`src/rtl/hazard_controller.sv`:
```
// hazard_controller: forwarding, load-use/divide stalls, branch flushes and stall/flush counters for a 5-stage pipeline
module hazard_controller #(
  parameter int DIV_LATENCY = 4,
  parameter int CNT_W = 32
) (
  input  logic             clk,
  input  logic             reset,
  input  logic [4:0]       id_rs1_num,
  input  logic [4:0]       id_rs2_num,
  input  logic             id_is_div,
  input  logic [4:0]       ex_rs1_num,
  input  logic [4:0]       ex_rs2_num,
  input  logic [4:0]       ex_rd_num,
  input  logic             ex_mem_read,
  input  logic             ex_div_start,
  input  logic [4:0]       mem_rd_num,
  input  logic             mem_reg_write,
  input  logic [4:0]       wb_rd_num,
  input  logic             wb_reg_write,
  input  logic             pc_src,
  output logic [1:0]       r1_solve,
  output logic [1:0]       r2_solve,
  output logic             stall_f,
  output logic             stall_d,
  output logic             flush_d,
  output logic             flush_e,
  output logic             div_busy,
  output logic             div_done,
  output logic [4:0]       div_rd_num,
  output logic [CNT_W-1:0] stall_cycles,
  output logic [CNT_W-1:0] flush_count
);
  typedef enum logic [1:0] {IDLE, BUSY, DONE} state_t;
  state_t state, state_n;
  logic [3:0] cnt, cnt_n;
  logic [4:0] rd_n;
  logic lu, dh, stall;
  function automatic logic [1:0] fwd(input logic [4:0] rs, input logic mw, input logic [4:0] mrd,
                                     input logic ww, input logic [4:0] wrd);
    return (mw && mrd != 5'd0 && mrd == rs) ? 2'b10 : (ww && wrd != 5'd0 && wrd == rs) ? 2'b01 : 2'b00;
  endfunction
  assign r1_solve = fwd(ex_rs1_num, mem_reg_write, mem_rd_num, wb_reg_write, wb_rd_num);
  assign r2_solve = fwd(ex_rs2_num, mem_reg_write, mem_rd_num, wb_reg_write, wb_rd_num);
  assign div_busy = state != IDLE;
  assign div_done = state == DONE;
  assign lu = ex_mem_read && ex_rd_num != 5'd0 && (ex_rd_num == id_rs1_num || ex_rd_num == id_rs2_num);
  assign dh = div_busy && (id_is_div || (div_rd_num != 5'd0 && (div_rd_num == id_rs1_num || div_rd_num == id_rs2_num)));
  // A taken branch makes the stalled decode instruction wrong-path, so it wins
  assign stall = (lu || dh) && !pc_src;
  assign stall_f = stall;
  assign stall_d = stall;
  assign flush_e = stall || pc_src;
  assign flush_d = pc_src;
  always_comb begin
    state_n = state;
    cnt_n = cnt;
    rd_n = div_rd_num;
    if (state != BUSY && ex_div_start) begin
      state_n = BUSY;
      cnt_n = 4'(DIV_LATENCY - 2);
      rd_n = ex_rd_num;
    end else if (state == DONE) state_n = IDLE;
    else if (state == BUSY) begin
      state_n = cnt == 4'd0 ? DONE : BUSY;
      cnt_n = cnt == 4'd0 ? cnt : cnt - 4'd1;
    end
  end
  always_ff @(posedge clk) begin
    if (reset) begin
      state <= IDLE;
      cnt <= '0;
      div_rd_num <= '0;
      stall_cycles <= '0;
      flush_count <= '0;
    end else begin
      state <= state_n;
      cnt <= cnt_n;
      div_rd_num <= rd_n;
      stall_cycles <= stall_cycles + {{(CNT_W-1){1'b0}}, stall_d};
      flush_count <= flush_count + {{(CNT_W-1){1'b0}}, pc_src};
    end
  end
endmodule
```
`config.mk`:
```
export PLATFORM = sky130hd
export DESIGN_NAME = hazard_controller
export DESIGN_NICKNAME = d
export VERILOG_FILES = /design/src/rtl/hazard_controller.sv
export SDC_FILE = /design/constraint.sdc
export NUM_CORES = 1
export LEC_CHECK = 0
export BUFFER_PORTS_ARGS = -buffer_cell sky130_fd_sc_hd__buf_2
export CAP_MARGIN = 20
export CORE_MARGIN = 4
export CORE_UTILIZATION = 55
export DETAILED_ROUTE_END_ITERATION = 12
export PLACE_DENSITY = 0.85
export SLEW_MARGIN = 25
export SYNTH_ARGS = -nofsm -noshare
export SYNTH_HDL_FRONTEND = slang
export SYNTH_SLANG_ARGS = --single-unit
```
`constraint.sdc`:
```
create_clock -name clk -period 8.6 [get_ports clk]
set_input_delay 1.72 -clock clk [delete_from_list [all_inputs] [get_ports clk]]
set_output_delay 1.72 -clock clk [all_outputs]
set_load 0.05 [all_outputs]
```
==> out/summary.txt <==
CRITICAL PATH
-----------------------------------------------------------------------------------------
Arrival time at the worst endpoint                                                3.33 ns
Worst-path fanout max                                                                   3
CP Class                                                                           in2out
Worst EP required                                                                 6.88 ns
Startpoint Class                                                               input port
Endpoint type of the worst setup path                                         output port

CELLS AND AREA
-----------------------------------------------------------------------------------------
Filler-free cell count of the finished design                                         665
Diode insertion count for antenna repair                                                0
Fraction of final layout cells sized beyond drive strength 1                        27.1%
Number of nets in the layout                                                          612
Area added between synthesis and finish                                             21.6%
Utilization after layout                                                            68.8%
Filler cells                                                                          534

SYNTHESIS
-----------------------------------------------------------------------------------------
Register bit total from synthesis                                                      75
Distinct cell type count after synthesis                                               41
Number of warnings printed during yosys synthesis                                       0
Average instance area after synthesis                                           8.67 um^2
Fraction of the yosys area taken by sequential cells                                39.0%
Post-synthesis net count                                                              492
Top FF cell, synth                                                           sky130_fd_sc_hd__dfxtp_1
Post-synthesis cell area                                                        3850 um^2
Number of enable-type register cells in the synthesized netlist                         0
Number of standard cells after synthesis                                              444
Proportion of register bits with asynchronous set or reset after synthesis             0%

PWR
-----------------------------------------------------------------------------------------
Power density over the cells                                                  146 nW/um^2
Leakage                                                                           2.02 nW
Worst IR drop on VDD                                                          0.0000949 V

CTS
-----------------------------------------------------------------------------------------
Resized cells post-CTS                                                                  0
CTS clock-pin slew for the worst setup and hold paths                             0.08 ns
Number of buffers created by CTS                                                        9
Hold-fix buffer count after cts                                                         0
Clock latency reported for the late side of the worst-skew pair                   0.35 ns
Post-CTS setup buffers                                                                  0
Library cell used as clock root buffer                                       sky130_fd_sc_hd__clkbuf_8
Clk buf depth                                                                           2
H-tree Lvls                                                                             3
Clock net sink count                                                                   75
TritonCTS clock tree                                                                built

GLOBAL ROUTE
-----------------------------------------------------------------------------------------
Pin count of the biggest net entering global routing                                   64
Antenna violations before repair                                                        0
Total global routing track utilization                                              20.4%
First-pass GRT wire length                                                       14400 um
Vias in the first global route                                                       3219
Total congestion overflow after global routing                                          0

DIE
-----------------------------------------------------------------------------------------
Die X-Extent                                                                      91.6 um
DIE AREA                                                                        8400 um^2
Core Footprint                                                                  6790 um^2
Count of standard-cell rows                                                            30
Boundary Pins                                                                         122
Die height                                                                        91.6 um
Starting Density                                                                    56.6%

RUN
-----------------------------------------------------------------------------------------
Maxcap violations                                                                       0

TIMING
-----------------------------------------------------------------------------------------
Fin Clk Skew                                                                    0.0107 ns
Count of endpoints failing hold in the final timing report                              0
Highest attainable clock frequency                                                198 MHz
Transition time at the pin with the least slew margin                            0.752 ns
Share of the clock period used by the worst path                                    58.8%
Worst slew margin relative to its limit                                             49.5%
Post-route setup slack                                                            3.55 ns
Final Max Tran Viols                                                                    0
RSZ-0062 raised after global routing                                                   no
Number of failing setup endpoints in the final timing report                            0
Sum of negative setup slack                                                          0 ns
Final critical-path required period                                               5.05 ns

DRT
-----------------------------------------------------------------------------------------
Number of search-and-repair iterations in the first detailed-routing pass               4
Wire length per cell                                                              13.2 um
Via count                                                                            3516
Sum of routed wire length over all layers                                         8750 um
Vias per inst                                                                        5.29
Total DRC errors in the routed layout                                                   0
Post-route antenna net violation count                                                  0
First-iteration detailed-routing DRC count                                            102

PLACED DESIGN
-----------------------------------------------------------------------------------------
Hpwl dp                                                                           6590 um
Pre-CTS WS                                                                        3.57 ns
Routability congestion estimate                                                     0.805
Placed cell count                                                                     649
Buffers on Ports                                                                      121

MIN PATH
-----------------------------------------------------------------------------------------
Hold Crit Class                                                                   reg2reg

OUTCOME
-----------------------------------------------------------------------------------------
Outcome                                                                         completed

layer usage:
layer / wire (um) / GRT usage (%) / up-vias
li1: - / - / 1772
met3: 503 / 3.94 / 13
met2: 4140 / 34.6 / 99
met5: 0 / 0 / -
met4: 144 / 8.42 / 0
met1: 3960 / 25.3 / 1632
logic make-up after synthesis:
logic type	share of synthesized area [%]
AND/OR/NAND/NOR	30.7
XOR/XNOR	20.7
flip-flops	39.0
AO/OA/AOI/OAI	4.98
buffers and inverters	2.70
adder cells (fa/ha/maj)	1.63
multiplexers	0.293
metrics by stage:
| stage | total power [mW] | hold slack [ns] | instance area (um^2) |
|---|---|---|---|
| final | 0.684 | 0.512 | 4680 |
| after global routing | 0.711 | 0.548 | 4680 |
| after CTS | 0.692 | 0.515 | 4680 |
| after detailed placement | 0.450 | 0.503 | 4500 |
| after global placement | 0.447 | 0.471 | 4500 |
| after floorplan | 0.423 | 0.481 | 3850 |
registers in the layout, indices dropped and copies added, names as in the netlist:
signal,flops
state,2
cnt,4
div_rd_num,5
flush_count,32
stall_cycles,32
critical path, stage by stage:
cell and delay [ns]:
sky130_fd_sc_hd__buf_2 0.12, sky130_fd_sc_hd__or4_1 0.50, sky130_fd_sc_hd__o21ai_0 0.24, sky130_fd_sc_hd__nor4_1 0.13
sky130_fd_sc_hd__nor4_1 0.30, sky130_fd_sc_hd__buf_2 0.32
path summary, 6_finish.rpt:
check	slack [ns]	startpoint	to	cells past startpoint
worst min register to register	0.51	stall_cycles[31]$_SDFF_PP0_	stall_cycles[31]$_SDFF_PP0_	2
worst max register to register	5.54	div_rd_num[1]$_SDFFE_PP0P_	stall_cycles[28]$_SDFF_PP0_	12
worst min-delay path	0.51	stall_cycles[31]$_SDFF_PP0_	stall_cycles[31]$_SDFF_PP0_	2
worst max-delay path	3.55	mem_rd_num[1]	r2_solve[0]	6
cell type report:
cell class	count	area (um^2)	share of cell area [%]
Clock buffer	9	124	2.65
Clock inverter	7	50.0	1.07
Inverter	7	26.3	0.562
Multi-Input combinational cell	349	2240	47.9
Sequential cell	75	1500	32.1
Tap cell	96	120	2.57
Timing Repair Buffer	122	613	13.1
cells in the mapped netlist, drive strengths merged, types with 4 or more instances:
master	number	area, um^2
nor2	63	236
a21oi	18	90.1
inv	7	26.3
nor3	13	81.3
and2	4	25.0
nor4	14	103
o21ai	12	60.1
buf	4	33.8
and4	5	45.0
clkbuf	9	43.8
nand2	35	131
dfxtp	75	1500
or3	10	72.6
ha	5	62.6
xnor2	38	333
nor2b	5	31.3
and3	7	43.8
or4	8	63.8
xor2	53	464
nand3	27	145
nand4	20	161
placed cells by master, fill, tap and decap left out, types with 3 or more instances in the layout:
cell / instances
sky130_fd_sc_hd__buf_2: 121
sky130_fd_sc_hd__dfxtp_1: 75
sky130_fd_sc_hd__nor2_1: 63
sky130_fd_sc_hd__xor2_1: 53
sky130_fd_sc_hd__xnor2_1: 38
sky130_fd_sc_hd__nand2_1: 35
sky130_fd_sc_hd__nand3_1: 25
sky130_fd_sc_hd__a21oi_1: 18
sky130_fd_sc_hd__nand4_1: 17
sky130_fd_sc_hd__nor4_1: 13
sky130_fd_sc_hd__o21ai_0: 12
sky130_fd_sc_hd__nor3_1: 11
sky130_fd_sc_hd__clkbuf_8: 9
sky130_fd_sc_hd__or3_1: 8
sky130_fd_sc_hd__inv_1: 7
sky130_fd_sc_hd__or4_1: 7
sky130_fd_sc_hd__and3_1: 7
sky130_fd_sc_hd__nor2b_1: 5
sky130_fd_sc_hd__ha_1: 5
sky130_fd_sc_hd__and2_1: 4
sky130_fd_sc_hd__and4_1: 4
sky130_fd_sc_hd__clkinv_2: 3
power breakdown:
| group | switching [mW] | leakage [nW] | internal [mW] |
|---|---|---|---|
| clock network | 0.136 | 0.0937 | 0.106 |
| logic | 0.0540 | 1.32 | 0.0306 |
| registers | 0.00555 | 0.606 | 0.352 |
(Power assumes the default switching activity.)
